<file path="config.mk">
export PLATFORM = sky130hd
export DESIGN_NAME = dram_wb_receiver
export DESIGN_NICKNAME = d
export VERILOG_FILES = /design/src/rtl/dram_wb_receiver.sv
export SDC_FILE = /design/constraint.sdc
export NUM_CORES = 1
export LEC_CHECK = 0
export ABC_AREA = 1
export CAP_MARGIN = 20
export CORE_AREA = 8 8 167 106
export DETAILED_ROUTE_END_ITERATION = 7
export DIE_AREA = 0 0 175 114
export PLACE_DENSITY = 0.74
export SYNTH_ARGS = -nofsm -noshare
export SYNTH_HDL_FRONTEND = slang
export SYNTH_SLANG_ARGS = --single-unit
</file>
<file path="constraint.sdc">
create_clock -name clk -period 5.2 [get_ports clk]
set_clock_uncertainty 0.05 [all_clocks]
set_input_delay 0.52 -clock clk [delete_from_list [all_inputs] [get_ports clk]]
set_output_delay 0.52 -clock clk [all_outputs]
set_load 0.01 [all_outputs]
</file>
<file path="src/rtl/dram_wb_receiver.sv">
// Writeback byte-stream sink: packs bytes into words, buffers them in a
// small FIFO and writes them to the output DRAM at sequential addresses.
module dram_wb_receiver #(
    parameter int DATA_WID   = 8,
    parameter int PACK       = 4,
    parameter int FIFO_DEPTH = 4,
    parameter int FRAME_LEN  = 1024,
    parameter int ADDR_W     = 8,
    parameter int BASE_ADDR  = 0
) (
    input  logic                       clk,
    input  logic                       reset,
    input  logic                       in_wen,
    input  logic [DATA_WID-1:0]        in_data,
    output logic                       dram_wr_valid,
    input  logic                       dram_wr_ready,
    output logic [ADDR_W-1:0]          dram_wr_addr,
    output logic [DATA_WID*PACK-1:0]   dram_wr_data,
    output logic                       frame_done,
    output logic                       busy,
    output logic                       err_drop
);

    localparam int WW = DATA_WID * PACK;
    localparam int LW = (PACK > 1) ? $clog2(PACK) : 1;
    localparam int AW = $clog2(FIFO_DEPTH);
    localparam int CW = $clog2(FRAME_LEN) + 1;

    localparam logic [CW-1:0]     LAST_BYTE = CW'(FRAME_LEN);
    localparam logic [LW-1:0]     LAST_LANE = LW'(PACK - 1);
    localparam logic [ADDR_W-1:0] BASE_A    = ADDR_W'(BASE_ADDR);
    localparam logic [ADDR_W-1:0] LAST_A    =
        ADDR_W'(BASE_ADDR + FRAME_LEN / PACK - 1);

    typedef enum logic [1:0] {
        IDLE  = 2'd0,
        RUN   = 2'd1,
        FLUSH = 2'd2,
        DONE  = 2'd3
    } state_e;

    state_e state_q, state_d;
    logic   busy_q, done_q;

    logic [LW-1:0]     lane_q, lane_d, idx;
    logic [CW-1:0]     cnt_q, cnt_d;
    logic [WW-1:0]     pack_q, pack_d;
    logic [WW-1:0]     mem_q [FIFO_DEPTH];
    logic [AW:0]       wptr_q, wptr_d, rptr_q, rptr_d;
    logic [ADDR_W-1:0] addr_q, addr_d;
    logic              err_q, err_d;

    logic accept, discard, word_done, last_byte;
    logic empty, full, pop, push, drop;

    always_comb begin
        accept    = in_wen && (state_q == IDLE || state_q == RUN);
        discard   = in_wen && (state_q == FLUSH || state_q == DONE);
        // A frame always starts on lane 0, whatever the lane counter holds.
        idx       = (state_q == IDLE) ? '0 : lane_q;
        word_done = accept && (idx == LAST_LANE);

        pack_d = pack_q;
        lane_d = lane_q;
        cnt_d  = cnt_q;
        if (accept) begin
            pack_d[int'(idx) * DATA_WID +: DATA_WID] = in_data;
            lane_d = word_done ? '0 : idx + LW'(1);
            cnt_d  = ((state_q == IDLE) ? '0 : cnt_q) + CW'(1);
        end
        last_byte = accept && (cnt_d == LAST_BYTE);

        empty = (wptr_q == rptr_q);
        full  = (wptr_q[AW] != rptr_q[AW])
             && (wptr_q[AW-1:0] == rptr_q[AW-1:0]);
        pop   = !empty && dram_wr_ready;
        push  = word_done && (!full || pop);
        drop  = word_done && full && !pop;

        wptr_d = wptr_q;
        rptr_d = rptr_q;
        addr_d = addr_q;
        if (push) wptr_d = wptr_q + (AW+1)'(1);
        if (pop) begin
            rptr_d = rptr_q + (AW+1)'(1);
            addr_d = (addr_q == LAST_A) ? BASE_A : addr_q + ADDR_W'(1);
        end
        err_d = err_q || drop || discard;
    end

    always_comb begin
        state_d = IDLE;
        case (state_q)
            IDLE:    state_d = accept ? (last_byte ? FLUSH : RUN) : IDLE;
            RUN:     state_d = last_byte ? FLUSH : RUN;
            FLUSH:   state_d = (wptr_d == rptr_d) ? DONE : FLUSH;
            DONE:    state_d = IDLE;
            default: state_d = IDLE;
        endcase
    end

    always_ff @(posedge clk) begin
        if (!reset) begin
            state_q <= IDLE;
            busy_q  <= 1'b0;
            done_q  <= 1'b0;
        end else begin
            state_q <= state_d;
            busy_q  <= (state_d != IDLE);
            done_q  <= (state_d == DONE);
        end
    end

    always_ff @(posedge clk) begin
        if (!reset) begin
            lane_q <= '0;
            cnt_q  <= '0;
            pack_q <= '0;
            wptr_q <= '0;
            rptr_q <= '0;
            addr_q <= BASE_A;
            err_q  <= 1'b0;
        end else begin
            lane_q <= lane_d;
            cnt_q  <= cnt_d;
            pack_q <= pack_d;
            wptr_q <= wptr_d;
            rptr_q <= rptr_d;
            addr_q <= addr_d;
            err_q  <= err_d;
        end
    end

    // On push-while-full-with-pop the written slot is the one being read out.
    always_ff @(posedge clk) begin
        if (reset && push) mem_q[wptr_q[AW-1:0]] <= pack_d;
    end

    assign dram_wr_valid = !empty;
    assign dram_wr_data  = empty ? '0 : mem_q[rptr_q[AW-1:0]];
    assign dram_wr_addr  = addr_q;
    assign frame_done    = done_q;
    assign busy          = busy_q;
    assign err_drop      = err_q;

endmodule

</file>
==> run_results.csv <==
group,metric,value,unit
finish,antenna_cells,0,
cts,htreeDepth,4,
yosys,ys_types,33,
yosys,syn_avg_cell_area,9.40,sq um
routing,postRouteAntennaNets,0,
placed_design,io_buffers,55,
min_path,hold_path_class,"reg -> reg",
floorplan,coreArea,15100,sq um
critical_path,critical_path_class,"reg -> out",
finish,area_growth,16.7,%
cts,clk_path_buf_depth,2,
pwr,ir_drop,0.271,mV
global_route,grt_pass1_vias,5425,
critical_path,cp_common_cell,"nand2_1",
global_route,grt_max_degree,67,
routing,wl,18700,um
cts,cts_resized,0,
cts,cts_root_buffer,"clkbuf_16",
finish,regArea,5130,sq um
yosys,synth-main-ff-cell,"edfxtp_1",
cts,hold_buffers,0,
cts,cts_tree,"yes",
sta,hold_viol,0,
global_route,antenna_found_initial,0,
yosys,synth_top_area_share,0.470,
yosys,synth_area_leader_cell,"edfxtp_1",
routing,routed_via_density,5.32,
pwr,power_frac_seq,0.379,
placed_design,gp_congestion,0.862,
yosys,netlist_area,8180,sq um
yosys,synthArstFlopShare,0,
finish,drive_gt1_frac,0.0667,
routing,wl_per_cell,16.5,um
cts,insertion_delay,0.43,ns
floorplan,die-area,20000,sq um
placed_design,dp_hpwl,12400,um
sta,report.final.slew_viol_count,0,
sta,fin_crit,3.88,ns
global_route,grt_pass1_wl,29400,um
cts,numCtsBuffers,17,
cts,post-cts-setup-buffers,0,
global_route,grt-ovfl-total,0,
sta,tightest_slew,1.05,ns
yosys,yosys-top-cells-count,"nand2_1 (181), nor2_1 (130), edfxtp_1 (128), inv_1 (96), o21ai_0 (70)",
yosys,ys_seq_area_frac,0.626,
critical_path,cp_max_fo,36,
sta,setup-violations-final,0,
cts,cts_sinks,192,
pwr,p_int,2.89,mW
finish,multi_input_area,2570,sq um
critical_path,endpoint_kind,"primary output",
sta,finalSetupTns,0,ns
floorplan,die_h,114,um
critical_path,cp.required,4.63,ns
pwr,p_clk_frac,0.294,
run,cap_violations,0,
critical_path,worst_path_max_delay_cell,"nand3_1",
routing,vias,6026,
placed_design,dp.cells,1099,
floorplan,io_pins,56,
sta,fmax,0.257,GHz
yosys,ys_ff_latch,192,
critical_path,startpoint_type,"flop",
finish,fill_cells,1197,
yosys,netlist_instances,870,
global_route,grtUsageTotal,0.189,
pwr,p_sw_frac,0.347,
yosys,yosysMostFrequentCell,"nand2_1",
critical_path,critPathMaxStageDelay,0.54,ns
pwr,pwr-share-comb,0.327,
finish,nets,940,
pwr,p_leak,3.84,nW
yosys,ys_top_cells_by_area,"edfxtp_1 (47%), dfxtp_1 (16%), nand2_1 (8.3%)",
critical_path,arrival,3.31,ns
pwr,powerDensity,464,nW/um^2
yosys,syn-num-nets,894,
sta,fin_crit_sh,0.747,
floorplan,fp.dieW,175,um
yosys,yosysWarnings,0,
finish,fin_cells,1132,
routing,dr.pass1.iters,7,
sta,rsz0062_at_grt,"no",
floorplan,fp-row-count,35,
cts,clk_pin_slew,0.08,ns
pwr,p_sw,1.54,mW
yosys,synth_edf_count,128,
critical_path,cp_cell_sequence,"buf_4, inv_2, nand2_1, nand2_1, nand3_1, buf_4, nand2_1, inv_1, clkdlybuf4s50_1",
routing,drtIter0Drc,698,
status,status,"complete, no violations",
floorplan,start_util,0.541,
routing,drc_errors,0,
sta,slew_headroom,0.296,
-- sequential cells by signal (all words and copies together) (netlist names) --
name	count
mem_q	128
pack_q	32
cnt_q	11
dram_wr_addr	8
rptr_q	3
wptr_q	3
lane_q	2
state_q	2
busy	1
err_drop	1
frame_done	1
-- cell type report --
type                    count  area share
clock buffers              17      0.0445
inverters                 103      0.0405
flip-flops and latches    192       0.537
repair buffers             61      0.0645
well taps                 203      0.0266
clock inverters            15      0.0185
multi-input cells         541       0.269
-- kinds of logic (layout without fill, tap and decap cells) --
kind of cell | count (synthesis) | in the layout | share of synthesized area
and+or+nand+nor | 375 | 375 | 0.187
AOI/OAI and AO/OA | 150 | 150 | 0.100
DFF | 192 | 192 | 0.626
adders and majority gates | 12 | 12 | 0.0184
xor gates and xnor gates | 4 | 4 | 0.00428
buffers and inverters | 137 | 196 | 0.0635
-- cells in the final DEF, fill, tap and decap left out, types with 3 or more instances in the layout --
master,count
ha_1,12
nand3b_1,3
inv_8,4
xnor2_1,3
nand3_1,41
clkdlybuf4s50_1,55
nand4_1,5
clkbuf_16,17
clkinv_8,3
inv_1,96
a21oi_1,34
nor2_4,4
o21ai_0,70
nand2_2,4
buf_4,5
nand2_1,181
nor2_1,126
inv_2,5
o22ai_1,40
dfxtp_1,63
edfxtp_1,128
nor2_2,4
-- critical path, delay by kind of cell, from the launching register on --
kind,cells,cell delay [ns]
buf+inv,5,1.69
simple gates,4,0.86
flops,1,0.31
-- worst paths after layout --
path,endpoint,cells past startpoint,start,slack (ns)
worst max-delay path,dram_wr_data[3],9,rptr_q[1],1.32
worst min register to register,lane_q[1],2,lane_q[1],0.42
worst max register to register,mem_q[1][14],9,state_q[1],1.46
worst min-delay path,lane_q[1],2,lane_q[1],0.42
-- metrics by stage --
stage / hold slack [ns] / setup slack [ns] / instance area (sq um) / utilization / total power, mW
floorplan: 0.387 / 1.71 / 8180 / - / 2.52
global placement: 0.402 / 1.58 / 8920 / 0.590 / 3.13
detailed placement: 0.407 / 1.47 / 8920 / 0.590 / 3.16
CTS: 0.419 / 1.32 / 9520 / 0.630 / 4.45
global route: 0.440 / 1.08 / 9550 / 0.632 / 4.67
finish: 0.416 / 1.32 / 9550 / 0.632 / 4.43
-- power groups by stage --
stage          combinational (mW)  sequential (mW)  clock, mW
2_1_floorplan               0.825             1.70          0
4_1_cts                      1.45             1.68       1.32
3_3_place_gp                 1.42             1.71          0
3_5_place_dp                 1.45             1.71          0
6_report                     1.45             1.68       1.30
5_1_grt                      1.60             1.69       1.39
-- routing by layer --
metal  track usage  share of wire
met1         0.275           0.48
met2         0.264           0.40
met3        0.0577           0.10
met4        0.0562         0.0089
met5             0              0
(Power assumes the default switching activity.)
